==> src/rtl/ble_packet_receiver.sv <==
// ble_packet_receiver: BLE access-address search, header/payload deframing and CRC-24 check; BLE_RX_DEWHITEN_EN adds the channel dewhitener
module ble_packet_receiver #(
  parameter logic [31:0] ACCESS_ADDR = 32'h8E89BED6,
  parameter logic [7:0]  MAX_LEN     = 8'd37,
  parameter logic [23:0] CRC_INIT    = 24'h555555
`ifdef BLE_RX_DEWHITEN_EN
  ,
  parameter logic [5:0]  CHANNEL     = 6'd37
`endif
) (
  input  logic       clk,
  input  logic       rst,
  input  logic       rxEn,
  input  logic       symValid,
  input  logic       symVal,
  output logic       pktStart,
  output logic [7:0] byteOut,
  output logic       byteValid,
  output logic       pktDone,
  output logic       crcOk,
  output logic       lenErr
);
  typedef enum logic [1:0] {SEARCH, HEADER, PAYLOAD, CRC} state_t;
  state_t state_q, state_d;
  logic [31:0] aa_q, aa_d, aa_shift;
  logic [23:0] crc_q, crc_d, crc_step;
  logic [23:0] rx_crc_q, rx_crc_d, rx_shift;
  logic [7:0] byte_q, byte_d, shift;
  logic [7:0] len_q, len_d;
  logic [10:0] cnt_q, cnt_d;
  logic [7:0] byte_out_q, byte_out_d;
  logic byte_valid_q, byte_valid_d;
  logic pkt_start_q, pkt_start_d;
  logic pkt_done_q, pkt_done_d;
  logic crc_ok_q, crc_ok_d;
  logic len_err_q, len_err_d;
  logic d;
`ifdef BLE_RX_DEWHITEN_EN
  logic [6:0] w_q, w_d, w_next;
  always_comb begin
    d = symVal ^ w_q[6];
    w_next = {w_q[5:4], w_q[3] ^ w_q[6], w_q[2:0], w_q[6]};
  end
  always_ff @(posedge clk) w_q <= rst ? 7'd0 : w_d;
`else
  always_comb d = symVal;
`endif
  always_comb begin
    aa_shift = {symVal, aa_q[31:1]};
    crc_step = {crc_q[22:0], 1'b0} ^ ((crc_q[23] ^ d) ? 24'h00065B : 24'h0);
    shift = {d, byte_q[7:1]};
    rx_shift = {rx_crc_q[22:0], d};
    state_d = state_q;
    aa_d = aa_q;
    crc_d = crc_q;
    rx_crc_d = rx_crc_q;
    byte_d = byte_q;
    len_d = len_q;
    cnt_d = cnt_q;
    byte_out_d = byte_out_q;
    byte_valid_d = 1'b0;
    pkt_start_d = 1'b0;
    pkt_done_d = 1'b0;
    crc_ok_d = 1'b0;
    len_err_d = 1'b0;
`ifdef BLE_RX_DEWHITEN_EN
    w_d = w_q;
`endif
    if (!rxEn) begin
      state_d = SEARCH;
      aa_d = '0;
    end else if (symValid) begin
      case (state_q)
        SEARCH: begin
          aa_d = aa_shift;
          if (aa_shift == ACCESS_ADDR) begin
            state_d = HEADER;
            pkt_start_d = 1'b1;
            crc_d = CRC_INIT;
            cnt_d = '0;
            byte_d = '0;
`ifdef BLE_RX_DEWHITEN_EN
            w_d = {1'b1, CHANNEL};
`endif
          end
        end
        HEADER, PAYLOAD: begin
          crc_d = crc_step;
          byte_d = shift;
          cnt_d = cnt_q + 11'd1;
`ifdef BLE_RX_DEWHITEN_EN
          w_d = w_next;
`endif
          if (cnt_q[2:0] == 3'd7) begin
            byte_out_d = shift;
            byte_valid_d = 1'b1;
          end
          if (state_q == HEADER && cnt_q == 11'd15) begin
            len_d = shift;
            cnt_d = '0;
            if (shift > MAX_LEN) begin
              len_err_d = 1'b1;
              state_d = SEARCH;
              aa_d = '0;
            end else begin
              state_d = (shift == 8'd0) ? CRC : PAYLOAD;
            end
          end
          if (state_q == PAYLOAD && cnt_q == {len_q - 8'd1, 3'b111}) begin
            state_d = CRC;
            cnt_d = '0;
          end
        end
        default: begin
          rx_crc_d = rx_shift;
          cnt_d = cnt_q + 11'd1;
`ifdef BLE_RX_DEWHITEN_EN
          w_d = w_next;
`endif
          if (cnt_q == 11'd23) begin
            pkt_done_d = 1'b1;
            crc_ok_d = (rx_shift == crc_q);
            state_d = SEARCH;
            aa_d = '0;
            cnt_d = '0;
          end
        end
      endcase
    end
  end
  always_ff @(posedge clk) begin
    if (rst) begin
      state_q <= SEARCH;
      aa_q <= '0;
      crc_q <= '0;
      rx_crc_q <= '0;
      byte_q <= '0;
      len_q <= '0;
      cnt_q <= '0;
      byte_out_q <= '0;
      byte_valid_q <= 1'b0;
      pkt_start_q <= 1'b0;
      pkt_done_q <= 1'b0;
      crc_ok_q <= 1'b0;
      len_err_q <= 1'b0;
    end else begin
      state_q <= state_d;
      aa_q <= aa_d;
      crc_q <= crc_d;
      rx_crc_q <= rx_crc_d;
      byte_q <= byte_d;
      len_q <= len_d;
      cnt_q <= cnt_d;
      byte_out_q <= byte_out_d;
      byte_valid_q <= byte_valid_d;
      pkt_start_q <= pkt_start_d;
      pkt_done_q <= pkt_done_d;
      crc_ok_q <= crc_ok_d;
      len_err_q <= len_err_d;
    end
  end
  assign pktStart = pkt_start_q;
  assign byteOut = byte_out_q;
  assign byteValid = byte_valid_q;
  assign pktDone = pkt_done_q;
  assign crcOk = crc_ok_q;
  assign lenErr = len_err_q;
endmodule

==> config.mk <==
export PLATFORM = sky130hd
export DESIGN_NAME = ble_packet_receiver
export DESIGN_NICKNAME = d
export VERILOG_FILES = /design/src/rtl/ble_packet_receiver.sv
export SDC_FILE = /design/constraint.sdc
export NUM_CORES = 1
export LEC_CHECK = 0
export BUFFER_PORTS_ARGS = -buffer_cell sky130_fd_sc_hd__buf_4
export CAP_MARGIN = 20
export CORE_MARGIN = 2
export CORE_UTILIZATION = 60
export DETAILED_ROUTE_END_ITERATION = 12
export GPL_TIMING_DRIVEN = 0
export MAX_ROUTING_LAYER = met4
export PLACE_DENSITY = 0.88
export RECOVER_POWER = 25
export SYNTH_ARGS = -nofsm -noshare
export SYNTH_HDL_FRONTEND = slang
export SYNTH_SLANG_ARGS = --single-unit
export TNS_END_PERCENT = 30
==> constraint.sdc <==
create_clock -name clk -period 6.24 [get_ports clk]
set_input_delay 1.248 -clock clk [delete_from_list [all_inputs] [get_ports clk]]
set_output_delay 1.248 -clock clk [all_outputs]
set_load 0.005 [all_outputs]
Word level (Yosys, flattened, before mapping)
Index checks and enable logic that the tools add are counted. W data, S select, Z words.

Muxes and demuxes: 25. $add $sub $neg: 2. Equal/unequal tests: 12. Order comparisons: 1. Bitwise operators: 9. Reduce and logical (&&, ||, !) cells: 21.

Operator list (number): $mux W32 (3); $pmux W32 S2 (1); $mux W11 (5); $pmux W24 S2 (1); $eq A32 B32 Y1 const B (1); $eq A24 B24 Y1 (1); $mux W24 (1); $xor A24 B11 Y24 (1); $pmux W11 S2 (1); $reduce_and A4 Y1 (5); $pmux W8 S2 (1); $add A11 B1 Y11 const B (1); $eq A11 B11 Y1 (1); $eq A11 B4 Y1 const B (1); $eq A11 B5 Y1 const B (1); $mux W2 (5); $gt A8 B6 Y1 const B (1); $logic_not A8 Y1 (1); $mux W8 (1); $reduce_or A4 Y1 (2); $sub A8 B1 Y8 const B (1); $not A1 Y1 (7); $reduce_or A7 Y1 (1); $ne A2 B2 Y1 const B (3); other kinds (16) (23).

Flip-flop bits (word level): 121. Logic and storage cells: 83. Output and inout bits: 13. Input bits: 5.

Depth between registers and ports, before layout
Depth in word-level cells: 6. Depth in mapped cells: 11. Depth with buffers taken out: 8.

Worst setup path after synthesis
Ideal clock, no wire load.

Path type: input to register. Start: input symVal. End: register crc_q[0]. Path slack: 2.915 ns. Cell stages on the path: 9. Library setup time: 0.141 ns. Arrival: 3.184 ns. Cell sequence: buf_4 -> nand2_1 -> or4_1 -> o41a_1 -> buf_2 -> or3_1 -> buf_2 -> nor3_2 -> nor3_1.

Word-level cells in the longest chain between the ends: 4. Elaborated cells on any way between the ends: 7. Classes of those cells: eq/ne (2); mux (2); bitwise (2); reduce/logical (1).

Ends and longest elaborated chain: start, declared (line 15) `input logic symVal,`; branches (longest 4 deep; another with $eq A32 B32 Y1); end signal, assigned (line 149) `crc_q <= crc_d;`; end, declared (line 26) `logic [23:0] crc_q, crc_d, crc_step;`.

Parallel ways; which one is timed is not known. A chain may end at the register's enable or synchronous reset.

Worst setup path after layout
Same ends and word-level chain as after synthesis.

==> impl_metrics.tcl <==
set metrics [dict create \
    status "finished clean" \
    drc 0 \
    arrival_ps 3440 \
    async_reset_ff_share_pct 0 \
    dr.pass1.iters 5 \
    pwr-share-seq_pct 43.1 \
    slew_headroom_pct 43.92 \
    tns_ps 0 \
    yosys_most_used_dff "dfxtp_1" \
    ios 18 \
    wl_per_cell_um 16.69 \
    combPwrFrac_pct 2.2 \
    synth_top_area_share_pct 43.29 \
    syn_to_final_growth_pct 14.96 \
    fin_nets 720 \
    crit_path_max_fanout 10 \
    netlist_area_sq_um 5503 \
    syn_area_per_cell_sq_um 8.164 \
    synthMostInstantiatedCell "nand2_1" \
    maxCapViolCount 0 \
    finalPower_w 0.001766 \
    synth_top_area_cell "dfxtp_1" \
    via_per_inst 6.172 \
    crit_path_cell_trace "buf_4 -> nand2_1 -> or4_1 -> o41a_1 -> buf_2 -> or3_1 -> buf_2 -> nor3_2 -> nor3_1" \
    cts_resized 0 \
    dieArea_sq_um 9953 \
    fp.dieW_um 99.77 \
    initial_core_util_pct 62.49 \
    grt_max_degree 17 \
    netSwitchingFraction_pct 23.81 \
    fin_crit_sh_pct 48.99 \
    yosys-top-cells-count "nand2_1 (128), dfxtp_1 (119), a21oi_1 (87), nand3_1 (64), clkbuf_1 (33)" \
    n_antenna_cell 0 \
    cp_slowest_cell "or4_1" \
    tightest_slew_ps 838.4 \
    cp.required_ps 6630 \
    clock_sinks 119 \
    p_leak_nw 2.211 \
    antenna_found_initial 0 \
    synth-seq-area-share_pct 43.29 \
    place_inst 797 \
    vdd_drop_max_mv 0.1645 \
    clk-insertion-delay-late_ps 530 \
    holdBufCountCts 0 \
    synth_cells 674 \
    coreArea_sq_um 8806 \
    slew_viol_final 0 \
    die_h_um 99.77 \
    grt.overflow.total 0 \
    setup_viol 0 \
    dp_hpwl_um 9331 \
    hold_ws_ps 459.2 \
    num_rows 34 \
    rsz0062_at_grt "no" \
    clk_path_buf_depth 2 \
    clock.fmax_ghz 0.3271 \
    hold_viol 0 \
    htreeDepth 4 \
    clk_pin_slew_worst_paths_ps 60 \
    startpoint "symVal" \
    critPathLaunchType "input pin" \
    cts_tree "yes" \
    p_per_area_nw_per_um2 279.1 \
    vias 5117 \
    rr_startpoint "len_q[0]$_SDFFE_PP0P_" \
    grt_pass1_wl_um 22540 \
    postRouteAntennaNets 0 \
    min_period_ps 3057 \
    synthTopCellsByArea "dfxtp_1 (43%), nand2_1 (8.7%), a21oi_1 (7.9%), nand3_1 (5.8%), xor2_1 (4.9%)" \
    skew_ps 10.54 \
    syn_nets 686 \
    clockPowerShare_pct 54.8 \
    drt_iter0_drc 311 \
    p_int_w 0.001345 \
    root_buffer "clkbuf_8" \
    critical_path_class "in -> reg" \
    track_usage_pct 29.48 \
    cts_buffers 17 \
    synth_edf_count 0 \
    power.switching_w 0.0004204 \
    crit_top_cell "buf_2" \
    routed_wl_um 13830 \
    postCtsSetupBuffers 0 \
    instances_no_fill 829 \
    end_kind "register" \
    fill_cells 619 \
    min_from "byteOut[5]$_SDFFE_PP0P_" \
    yosys_warnings 0 \
    cpPeakStageDelay_ps 490 \
    layout-drive-gt1-share_pct 10.54 \
    first_global_vias 4823 \
    gp_congestion 0.9481 \
    io_buffers 15 \
    hold_path_class "reg -> reg" \
    synth_cell_types 55 \
    ys_ff_latch 119 \
]
-- flip-flops by register name (all words and copies together), names as in the netlist, 2 cells and up --
register  cells
aa_q         31
crc_q        24
rx_crc_q     23
cnt_q        11
byteOut       8
len_q         8
byte_q        7
state_q       2
-- metrics by stage --
| stage | worst slack (ps) | area (sq um) | utilization, % |
|---|---|---|---|
| detailed placement | 2685 | 5751 | 65.30 |
| global placement | 2710 | 5751 | 65.30 |
| floorplan | 2915 | 5503 | - |
| global route | 3062 | 6326 | 71.84 |
| CTS | 3222 | 6331 | 71.90 |
| finish | 3183 | 6326 | 71.84 |
-- layer usage --
layer / global-route usage, % / vias to the layer above / part of all wire, %
li1: - / 2419 / -
met1: 34.90 / 2407 / 40
met2: 47.92 / 239 / 50
met3: 6.676 / 52 / 7.0
met4: 13.38 / 0 / 3.1
met5: - / - / 0
-- critical path: cells and delay by family --
family / cells / cell delay (ps)
AOI/OAI and AO/OA: 1 / 420
and+or+nand+nor: 5 / 1190
buffers and inverters: 3 / 590
-- power by group through the flow --
stage | Combinational [W] | Clock (W) | Sequential (W)
global placement | 0.0000365 | 0 | 0.000777
CTS | 0.0000380 | 0.000966 | 0.000760
detailed placement | 0.0000376 | 0 | 0.000777
floorplan | 0.0000262 | 0 | 0.000777
global route | 0.0000413 | 0.00100 | 0.000760
finish | 0.0000384 | 0.000967 | 0.000760
-- path summary, 6_finish.rpt --
kind,slack (ps),end,cells after the start
min reg2reg,460,byteOut[5]$_SDFFE_PP0P_,2
min,460,byteOut[5]$_SDFFE_PP0P_,2
max reg2reg,3340,cnt_q[10]$_SDFFE_PP0P_,8
max,3180,crc_q[0]$_SDFFE_PP0P_,9
-- cell usage in the layout (no fill, tap or decap), types with 7 or more instances in the layout --
master / instances
a21oi_1: 87
a311oi_2: 9
mux2i_1: 9
o211ai_1: 8
nor2_1: 32
o21ai_0: 7
nor4_1: 10
ha_1: 7
xor2_1: 31
buf_2: 8
nand2_1: 128
clkbuf_16: 16
clkbuf_1: 37
inv_1: 23
dfxtp_1: 119
xnor2_1: 8
or4_1: 7
nor3_1: 9
clkbuf_4: 13
nand3_1: 64
-- kinds of logic (layout without fill, tap and decap cells) --
kind of cell,count (synthesis),after routing,share of synthesized area [%]
AND/OR/NAND/NOR,290,290,25.38
buffers and inverters,72,119,5.662
adder cells (fa/ha/maj),7,7,1.592
flip-flops,119,119,43.29
AO/OA/AOI/OAI,138,138,16.23
multiplexers,9,9,1.637
XOR/XNOR,39,39,6.207
-- final cells by class --
cell class                      count  area [sq um]  share of cell area, %
Inverter                           23         86.33                  1.365
Sequential cell                   119          2382                  37.66
Tap cell                          108         135.1                  2.136
Timing Repair Buffer               15         108.9                  1.721
Clock buffer                       17         414.1                  6.547
Clock inverter                     15         166.4                  2.631
Buffer                             49         224.0                  3.540
Multi-Input combinational cell    483          2809                  44.40
Power figures use the tool's default switching activity.
